<file path="config.mk">
export PLATFORM = sky130hd
export DESIGN_NAME = adder_seq_driver
export DESIGN_NICKNAME = d
export VERILOG_FILES = /design/src/rtl/adder_pkg.sv /design/src/rtl/adder_vec_ram.sv /design/src/rtl/adder_seq_driver.sv
export SDC_FILE = /design/constraint.sdc
export NUM_CORES = 1
export LEC_CHECK = 0
export ABC_AREA = 0
export CELL_PAD_IN_SITES_DETAIL_PLACEMENT = 1
export CELL_PAD_IN_SITES_GLOBAL_PLACEMENT = 1
export CORE_AREA = 3 3 162 164
export DETAILED_ROUTE_END_ITERATION = 6
export DIE_AREA = 0 0 165 167
export PLACE_DENSITY = 0.67
export RECOVER_POWER = 50
export SLEW_MARGIN = 10
export SYNTH_ARGS = -nofsm -noshare
export SYNTH_HDL_FRONTEND = slang
export SYNTH_SLANG_ARGS = --single-unit
export TNS_END_PERCENT = 10
</file>
<file path="constraint.sdc">
create_clock -name iClk -period 3.2 [get_ports iClk]
set_clock_uncertainty 0.05 [all_clocks]
set_input_delay 0.96 -clock iClk [delete_from_list [all_inputs] [get_ports iClk]]
set_output_delay 0.96 -clock iClk [all_outputs]
set_load 0.01 [all_outputs]
</file>
<file path="src/rtl/adder_pkg.sv">
// Shared constants for the adder sequence driver: default sizes, FSM encoding
// and the count-clamping helper used when a run is started.
package adder_pkg;

  localparam int ADD_WIDTH = 8;
  localparam int ADD_DEPTH = 8;
  localparam int ADD_AW    = 3;
  localparam int ADD_REC_W = ADD_WIDTH + 2;

  typedef logic [1:0] state_t;

  localparam state_t IDLE    = 2'd0;
  localparam state_t DRIVE   = 2'd1;
  localparam state_t CAPTURE = 2'd2;
  localparam state_t DONE    = 2'd3;

  function automatic int clampCount(input int count, input int depth);
    return (count > depth) ? depth : count;
  endfunction

endpackage

</file>
<file path="src/rtl/adder_vec_ram.sv">
// Dual-table register file: operand vectors (write port + combinational read)
// and captured results (write port + registered readback).
module adder_vec_ram
  import adder_pkg::*;
#(
  parameter int WIDTH = ADD_WIDTH,
  parameter int DEPTH = ADD_DEPTH,
  parameter int AW    = ADD_AW,
  parameter int REC_W = WIDTH + 2
) (
  input  logic             clock,
  input  logic             reset,
  input  logic             opWr,
  input  logic [AW-1:0]    opWrAddr,
  input  logic             opWrSA,
  input  logic [WIDTH-1:0] opWrA,
  input  logic [WIDTH-1:0] opWrB,
  input  logic [AW-1:0]    opRdAddr,
  output logic             opRdSA,
  output logic [WIDTH-1:0] opRdA,
  output logic [WIDTH-1:0] opRdB,
  input  logic             resWr,
  input  logic [AW-1:0]    resWrAddr,
  input  logic [REC_W-1:0] resWrData,
  input  logic [AW-1:0]    resRdAddr,
  output logic [REC_W-1:0] resRdData
);

  logic             opSA  [DEPTH];
  logic [WIDTH-1:0] opA   [DEPTH];
  logic [WIDTH-1:0] opB   [DEPTH];
  logic [REC_W-1:0] result[DEPTH];

  // Table contents are deliberately not reset so results survive an aborted run.
  always_ff @(posedge clock) begin
    if (opWr) begin
      opSA[opWrAddr] <= opWrSA;
      opA[opWrAddr]  <= opWrA;
      opB[opWrAddr]  <= opWrB;
    end
    if (resWr) begin
      result[resWrAddr] <= resWrData;
    end
  end

  assign opRdSA = opSA[opRdAddr];
  assign opRdA  = opA[opRdAddr];
  assign opRdB  = opB[opRdAddr];

  // Registered read sees the pre-write value when the same entry is captured.
  always_ff @(posedge clock or posedge reset) begin
    if (reset) begin
      resRdData <= '0;
    end else begin
      resRdData <= result[resRdAddr];
    end
  end

endmodule

</file>
<file path="src/rtl/adder_seq_driver.sv">
// Initiator for the combinational add/subtract unit: replays a table of operand
// vectors into the adder and captures {carry, result} for each into a result table.
module adder_seq_driver
  import adder_pkg::*;
#(
  parameter int WIDTH = ADD_WIDTH,
  parameter int DEPTH = ADD_DEPTH,
  parameter int AW    = ADD_AW
) (
  input  logic             iClk,
  input  logic             iRst,
  input  logic             iWr,
  input  logic [AW-1:0]    iWrAddr,
  input  logic             iWrSA,
  input  logic [WIDTH-1:0] iWrData_a,
  input  logic [WIDTH-1:0] iWrData_b,
  input  logic [AW:0]      iCount,
  input  logic             iStart,
  output logic             oBusy,
  output logic             oDone,
  output logic [AW:0]      oCarryCnt,
  output logic             oAdd_SA,
  output logic [WIDTH-1:0] oAdd_a,
  output logic [WIDTH-1:0] oAdd_b,
  input  logic [WIDTH:0]   iAdd_Data,
  input  logic             iAdd_C,
  input  logic [AW-1:0]    iRdAddr,
  output logic [WIDTH+1:0] oRdData
);

  localparam logic [AW:0] DEPTH_CNT = (AW + 1)'(DEPTH);
  localparam logic [AW:0] ONE_CNT   = (AW + 1)'(1);

  state_t           state;
  logic [AW-1:0]    idx;
  logic [AW:0]      cnt;
  logic [AW:0]      startCount;
  logic             opWrEn;
  logic             resWrEn;
  logic             opRdSA;
  logic [WIDTH-1:0] opRdA;
  logic [WIDTH-1:0] opRdB;

  assign startCount = (AW + 1)'(clampCount(int'(iCount), DEPTH));
  assign opWrEn     = iWr && (state == IDLE);
  assign resWrEn    = (state == CAPTURE);

  adder_vec_ram #(
    .WIDTH(WIDTH),
    .DEPTH(DEPTH),
    .AW   (AW),
    .REC_W(WIDTH + 2)
  ) vecRam (
    .clock    (iClk),
    .reset    (iRst),
    .opWr     (opWrEn),
    .opWrAddr (iWrAddr),
    .opWrSA   (iWrSA),
    .opWrA    (iWrData_a),
    .opWrB    (iWrData_b),
    .opRdAddr (idx),
    .opRdSA   (opRdSA),
    .opRdA    (opRdA),
    .opRdB    (opRdB),
    .resWr    (resWrEn),
    .resWrAddr(idx),
    .resWrData({iAdd_C, iAdd_Data}),
    .resRdAddr(iRdAddr),
    .resRdData(oRdData)
  );

  // Each vector takes a DRIVE cycle (adder inputs registered, then held) and a
  // CAPTURE cycle (adder output sampled), so the adder sees stable inputs for a full cycle.
  always_ff @(posedge iClk or posedge iRst) begin
    if (iRst) begin
      state     <= IDLE;
      idx       <= '0;
      cnt       <= '0;
      oBusy     <= 1'b0;
      oDone     <= 1'b0;
      oCarryCnt <= '0;
      oAdd_SA   <= 1'b0;
      oAdd_a    <= '0;
      oAdd_b    <= '0;
    end else begin
      oDone <= 1'b0;
      case (state)
        IDLE: begin
          if (iStart) begin
            if (startCount != '0) begin
              idx       <= '0;
              cnt       <= startCount;
              oCarryCnt <= '0;
              oBusy     <= 1'b1;
              state     <= DRIVE;
            end else begin
              oDone <= 1'b1;
            end
          end
        end
        DRIVE: begin
          oAdd_SA <= opRdSA;
          oAdd_a  <= opRdA;
          oAdd_b  <= opRdB;
          state   <= CAPTURE;
        end
        CAPTURE: begin
          if (iAdd_C && (oCarryCnt != DEPTH_CNT)) begin
            oCarryCnt <= oCarryCnt + ONE_CNT;
          end
          if ({1'b0, idx} == (cnt - ONE_CNT)) begin
            oDone <= 1'b1;
            oBusy <= 1'b0;
            state <= DONE;
          end else begin
            idx   <= idx + 1'b1;
            state <= DRIVE;
          end
        end
        DONE: begin
          state <= IDLE;
        end
        default: begin
          state <= IDLE;
        end
      endcase
    end
  end

endmodule

</file>
==> metrics.md, run 1 <==
| Metric | Value |
|---|---|
| Synth top area cells | `edfxtp_1 66%, mux4_2 12%, dfrtp_1 11%` |
| Worst-Margin Slew | `~0.97 ns` |
| Post-Syn Nets | `540` |
| Initial detailed-routing violation count | `just over 400` |
| Max-cap viol count | `0` |
| Worst vdd ir | `approximately 0.35 mV` |
| I/O pins | `74` |
| Root buf cell | `clkbuf_16` |
| DRC violations left | `0` |
| Fin. Hold Viols | `0` |
| EDFF count, synth | `about 220` |
| Vias in the first global route | `~5600` |
| Core Area | `between 20000 and 30000 µm²` |
| Max-slew violation count | `0` |
| Largest net degree at the start of global routing | `36` |
| Yosys top cell by area | `edfxtp_1` |
| DR WL/cell | `21.6 µm` |
| CP Cell Sequence | `clkdlybuf4s50_1` |
| Cell Area, Synth | `just under 10000 µm²` |
| Worst hold path type | `flip-flop to flip-flop` |
| Max incr delay on CP | `~0.57 ns` |
| Layout cells sized above 1 | `0.211` |
| Syn_area_per_cell | `about 20 µm²` |
| Vias per cell | `5.21` |
| FFs w/ async S/R, synth | `0.163` |
| # clock sinks | `between 200 and 300` |
| Sequential area share after synthesis | `0.764` |
| Leakage Power | `between 4 and 5 nW` |
| Power Density | `around 760 nW/µm²` |
| Main flop type after synthesis | `edfxtp_1` |
| Worst setup SP type | `flip-flop` |
| Worst path slowest cell | `clkdlybuf4s50_1` |
| Die X | `around 170 µm` |
| Rel. slew slack | `0.353` |
| Area Growth Syn to Fin | `21.1%` |
| Fmax | `between 0.3 and 0.4 GHz` |
| Synth Instances | `roughly 500` |
| # setup viols final | `0` |
| Nets | `around 650` |
| Die H | `about 170 µm` |
| Number of antenna violations at the first check in global routing | `1` |
| Setup TNS | `0 ns` |
| CP top delay family | `buffers and inverters` |
| Clk Latency, worst-skew pair | `0.52 ns` |
| GPL Wtd Cong | `approximately 0.73` |
| Maximum clock path buffer count | `3` |
| Pre-CTS setup slack | `roughly 0.38 ns` |
| Top Metal Used | `met5` |
| Initial Utilization | `0.394` |
| I/O Buffers | `73` |
| CTS tree | `built` |
| Die area | `roughly 28000 µm²` |
| Crit path DAT | `approximately 1.5 ns` |
| Resized Gates After CTS | `0` |
| Status | `finished, final reports clean` |
| Number of buffers created by CTS | `27` |
| Routed vias | `4963` |
| H-tree levels | `1` |
| DP HPWL | `between 10000 and 15000 µm` |
| Final wirelength | `~21000 µm` |
| Pre-Repair DR Iteration Count | `4` |
| Post-CTS Setup Bufs | `0` |
| Met3 WL post-DR | `approximately 960 µm` |
| RSZ-0062 raised after global routing | `no` |
| Worst setup margin | `0.667 ns` |
| Worst setup EP type | `output port` |
| Critical path class | `flip-flop to output port` |
| Met2 routed WL | `around 10000 µm` |
| GR Util All Layers | `0.154` |
| Synth Register Bits | `~260` |
| Clock slew at reported path FFs | `about 0.06 ns` |
| Hold buffer count at cts | `0` |
| GRT Residual Overflow | `0` |
| Crit path required time | `around 2.2 ns` |
| Site Rows | `58` |
| Routed length on met1 | `9050 µm` |
| Tmin final | `2.53 ns` |
| Ys Warns | `0` |
| Worst path bufs/invs | `1` |
| Tcrit/Tclk final | `0.791` |
| CP max FO | `5` |
| Yosys cell types | `41` |
| First-pass GRT wire length | `between 30000 and 40000 µm` |
| DRT antenna net count | `0` |
| Top-area cell type share of the netlist area | `0.657` |
## routing by layer
metal / GRT usage / vias up
met5: 0 / -
met4: 0.0314 / 2
met3: 0.0321 / 27
met2: 0.253 / 118
met1: 0.213 / 2626
li1: - / 2190
## state kept, by name (all words and copies together), names as in the netlist
| signal | cells |
|---|---|
| vecRam.result | 80 |
| vecRam.opA | 64 |
| vecRam.opB | 64 |
| vecRam.resRdData | 10 |
| oAdd_a | 8 |
| oAdd_b | 8 |
| vecRam.opSA | 8 |
| cnt | 4 |
| oCarryCnt | 4 |
| idx | 3 |
| state | 2 |
| oAdd_SA | 1 |
| oBusy | 1 |
| oDone | 1 |
## kinds of logic after synthesis
logic type / count (synthesis) / synth area share
flops: 258 / 0.764
mux: 81 / 0.152
simple gates: 81 / 0.0379
compound gates: 37 / 0.0231
buf+inv: 29 / 0.0138
xor+xnor: 5 / 0.00444
fa+ha+maj: 4 / 0.00507
## worst paths after layout
kind                                     startpoint                       endpoint  slack (ns)  cells past startpoint
setup / recovery           oCarryCnt[2]$_DFFE_PP0P_                   oCarryCnt[2]        0.67                      1
min in group asynchronous                      iRst       oCarryCnt[1]$_DFFE_PP0P_        1.03                      2
setup reg to reg               state[1]$_DFFE_PP0P_  vecRam.result[0][9]$_DFFE_PP_        0.70                      5
max in group asynchronous                      iRst  vecRam.resRdData[8]$_DFF_PP0_        0.78                      3
hold / removal                oAdd_a[6]$_DFFE_PP0N_          oAdd_a[6]$_DFFE_PP0N_        0.43                      2
hold reg to reg               oAdd_a[6]$_DFFE_PP0N_          oAdd_a[6]$_DFFE_PP0N_        0.43                      2
## synthesized netlist by cell type, types with 2 or more instances
| cell | n |
|---|---|
| buf_1 | 2 |
| nand2_1 | 33 |
| clkbuf_1 | 9 |
| nand3b_1 | 2 |
| mux2_2 | 10 |
| buf_2 | 8 |
| ha_1 | 4 |
| inv_1 | 7 |
| edfxtp_1 | 216 |
| nand2b_1 | 5 |
| and3_1 | 2 |
| or3_1 | 2 |
| xor2_1 | 4 |
| nand3_1 | 5 |
| nor2_1 | 19 |
| mux2i_1 | 17 |
| o211a_1 | 3 |
| o21ai_1 | 16 |
| a21oi_1 | 3 |
| mux4_2 | 54 |
| dfrtp_1 | 42 |
| o21ai_0 | 8 |
| nor3_1 | 6 |
## cells in the final DEF, fill, tap and decap left out, types with 2 or more instances in the layout
cell type and n:
or3_1 2, clkbuf_16 27, a21oi_1 3, clkdlybuf4s50_1 43, nand3b_1 2, inv_1 7, mux2i_1 17, nand3_1 5
nand2b_1 5, o21ai_1 16, ha_1 4, xor2_1 4, nor3_2 2, o21ai_0 8, clkinv_2 2, buf_4 21
clkbuf_1 14, nor2_1 19, bufinv_16 2, nand2_1 33, clkinvlp_4 2, mux2_2 10, nor3_1 4, o211a_1 3
dlygate4sd3_1 30, and3_1 2, mux4_2 54, dfrtp_1 41, edfxtp_1 216
## cell type report
| class | instances | area (µm²) |
|---|---|---|
| clock inverters | 9 | 106 |
| flip-flops and latches | 258 | 7540 |
| well taps | 330 | 413 |
| diodes | 1 | 2.50 |
| inverters | 8 | 30.0 |
| repair buffers | 99 | 925 |
| multi-input cells | 208 | 2200 |
| fillers | 2350 | 13100 |
| clock buffers | 39 | 731 |
## power by group
group          switching, mW  total [mW]  internal [mW]
clock network           1.21        2.96           1.74
registers              0.236        4.21           3.97
logic                  0.986        1.94          0.954
## stage by stage
step                hold slack, ns  utilization  area (µm²)  cells  power (mW)
floorplan                    0.443            -        9870    495        5.46
global placement             0.423        0.445       11100    903        6.20
detailed placement           0.431        0.445       11100    903        6.28
CTS                          0.444        0.478       12000    951        9.28
finish                       0.431        0.477       12000    952        9.11
global route                 0.470        0.477       11900    951        9.62
Power figures use the tool's default switching activity.
==> run 2: changes to the inputs <==
==> constraint.sdc (replaced) <==
create_clock -name iClk -period 2.5 [get_ports iClk]
set_clock_uncertainty 0.05 [all_clocks]
set_input_delay 0.75 -clock iClk [delete_from_list [all_inputs] [get_ports iClk]]
set_output_delay 0.75 -clock iClk [all_outputs]
set_load 0.01 [all_outputs]
==> run 2 against run 1 <==
Against the previous run:
- count of clock-buffer cells in the layout did not move
- first-iteration DRC count fell by 12%
- sequential share of layout area fell by 1.1 points
- cell count rose by 0.95%
- critical path type unchanged
- largest cell class unchanged
- largest power group unchanged
- highest routed layer is now met4
==> metrics.md, run 2 (synthesis results as in run 1) <==
| Metric | Value |
|---|---|
| Die X | `165 µm` |
| Nets | `between 600 and 700` |
| Vias in the first global route | `~5500` |
| Area Growth Syn to Fin | `23.3%` |
| Die area | `~28000 µm²` |
| Worst hold path type | `flip-flop to flip-flop` |
| DP Area | `~11000 µm²` |
| DR WL/cell | `21.5 µm` |
| Die H | `approximately 170 µm` |
| Fill cells | `2344` |
| Power Density | `approximately 980 nW/µm²` |
| Sw frac | `0.267` |
| Crit path required time | `about 1.7 ns` |
| DRC violations left | `0` |
| Status | `finished, final reports clean` |
| Largest regs | `vecRam.result x80, vecRam.opA x64, vecRam.opB x64` |
| CP max FO | `6` |
| Post-CTS Setup Bufs | `0` |
| Commonest cells after routing, fill and taps aside | `216 x edfxtp_1, 54 x mux4_2, 45 x clkdlybuf4s50_1, 41 x dfrtp_1, 33 x nand2_1` |
| Maximum clock path buffer count | `3` |
| Crit path DAT | `1.52 ns` |
| Root buf cell | `clkbuf_16` |
| Post-Place Cells | `about 910` |
| Initial Utilization | `0.394` |
| CP Cell Sequence | `clkdlybuf4s50_1` |
| CP top delay family | `buffers and inverters` |
| Layout cells sized above 1 | `0.225` |
| Clk Latency, worst-skew pair | `about 0.53 ns` |
| Sequential power share | `0.449` |
| Largest Register | `vecRam.result` |
| Pre-CTS setup slack | `between 0.03 and 0.04 ns` |
| Resized Gates After CTS | `0` |
| Number of buffers created by CTS | `28` |
| I/O Buffers | `73` |
| Routed vias | `just under 5000` |
| Site Rows | `58` |
| Worst path slowest cell | `clkdlybuf4s50_1` |
| Tcrit/Tclk final | `0.928` |
| Design area | `approximately 12000 µm²` |
| Worst path bufs/invs | `1` |
| Critical path class | `flip-flop to output port` |
| Clock slew at reported path FFs | `~0.06 ns` |
| First-pass GRT wire length | `roughly 33000 µm` |
| # setup viols final | `0` |
| Max reg flops | `80` |
| # clock sinks | `around 260` |
| Max-cap viol count | `0` |
| Rel. slew slack | `0.288` |
| GR Util All Layers | `0.155` |
| Fmax | `roughly 0.43 GHz` |
| Fin. Hold Viols | `0` |
| Worst setup margin | `0.180 ns` |
| Final wirelength | `approximately 21000 µm` |
| CTS tree | `built` |
| Clock Power Share | `0.334` |
| P_int | `~9 mW` |
| Multi-input gate area | `2200 µm²` |
| Hold buffer count at cts | `0` |
| DRT antenna net count | `0` |
| Worst setup SP type | `flip-flop` |
| Max-slew violation count | `0` |
| GPL Wtd Cong | `a little over 0.7` |
| Core Area | `between 20000 and 30000 µm²` |
| Tmin final | `approximately 2.3 ns` |
| Leakage Power | `about 4.2 nW` |
| Vias per cell | `around 5.1` |
| H-tree levels | `1` |
| Initial detailed-routing violation count | `approximately 360` |
| Pre-Repair DR Iteration Count | `4` |
| Sequential cell area | `7540 µm²` |
| Max incr delay on CP | `0.57 ns` |
| Largest net degree at the start of global routing | `40` |
| Setup TNS | `0 ns` |
| Worst vdd ir | `roughly 0.56 mV` |
| Number of antenna violations at the first check in global routing | `1` |
| R2R Setup Slk | `approximately 0.25 ns` |
| Commonest non-fill, non-tap cell in the layout | `edfxtp_1` |
| Worst-Margin Slew | `~1.1 ns` |
| Worst setup EP type | `output port` |
| Non-filler cells, final | `961` |
| Net switching power | `between 3 and 4 mW` |
| RSZ-0062 raised after global routing | `no` |
| DP HPWL | `12600 µm` |
| GRT Residual Overflow | `0` |
| I/O pins | `74` |
| Final core occ | `0.486` |
| Comb pwr share | `0.217` |
[run 2: path summary, 6_finish.rpt]
check / from / endpoint / cells past startpoint
max: oCarryCnt[0]$_DFFE_PP0P_ / oCarryCnt[0] / 1
min: oAdd_a[5]$_DFFE_PP0N_ / oAdd_a[5]$_DFFE_PP0N_ / 2
max reg2reg: idx[2]$_DFFE_PP0P_ / oAdd_b[4]$_DFFE_PP0N_ / 4
min reg2reg: oAdd_a[5]$_DFFE_PP0N_ / oAdd_a[5]$_DFFE_PP0N_ / 2
max in group asynchronous: iRst / idx[1]$_DFFE_PP0P_ / 3
min in group asynchronous: iRst / vecRam.resRdData[0]$_DFF_PP0_ / 2
[run 2: cell type report]
| class | instances | area share |
|---|---|---|
| Sequential cell | 258 | 0.620 |
| Timing Repair Buffer | 104 | 0.0875 |
| Inverter | 8 | 0.00247 |
| Clock inverter | 13 | 0.0107 |
| Tap cell | 330 | 0.0339 |
| Antenna cell | 1 | 0.000206 |
| Clock buffer | 39 | 0.0643 |
| Multi-Input combinational cell | 208 | 0.181 |
[run 2: worst register-to-register path, delay by kind of cell (launching register included)]
kind,cells,cell delay (ns)
compound gates,1,0.11
buf+inv,1,0.84
flops,1,0.43
mux,2,0.69
[run 2: power by group through the flow]
stage	clock network, mW	logic (mW)	registers [mW]
finish	3.99	2.59	5.35
global placement	0	2.59	5.42
detailed placement	0	2.66	5.44
global route	4.31	2.86	5.41
floorplan	0	1.57	5.42
CTS	4.11	2.68	5.37
[run 2: routing by layer]
layer / global-route usage / share of wire / vias to the layer above
met2: 0.266 / 0.51 / 102
met4: 0.0354 / 0.018 / 0
li1: - / - / 2204
met1: 0.207 / 0.43 / 2560
met3: 0.0244 / 0.039 / 38
met5: 0 / 0 / -
[run 2: through the flow]
stage               power [mW]  hold slack, ns
finish                    11.9           0.434
global route              12.6           0.482
CTS                       12.2           0.438
detailed placement        8.10           0.424
global placement          8.01           0.421
floorplan                 6.99           0.443
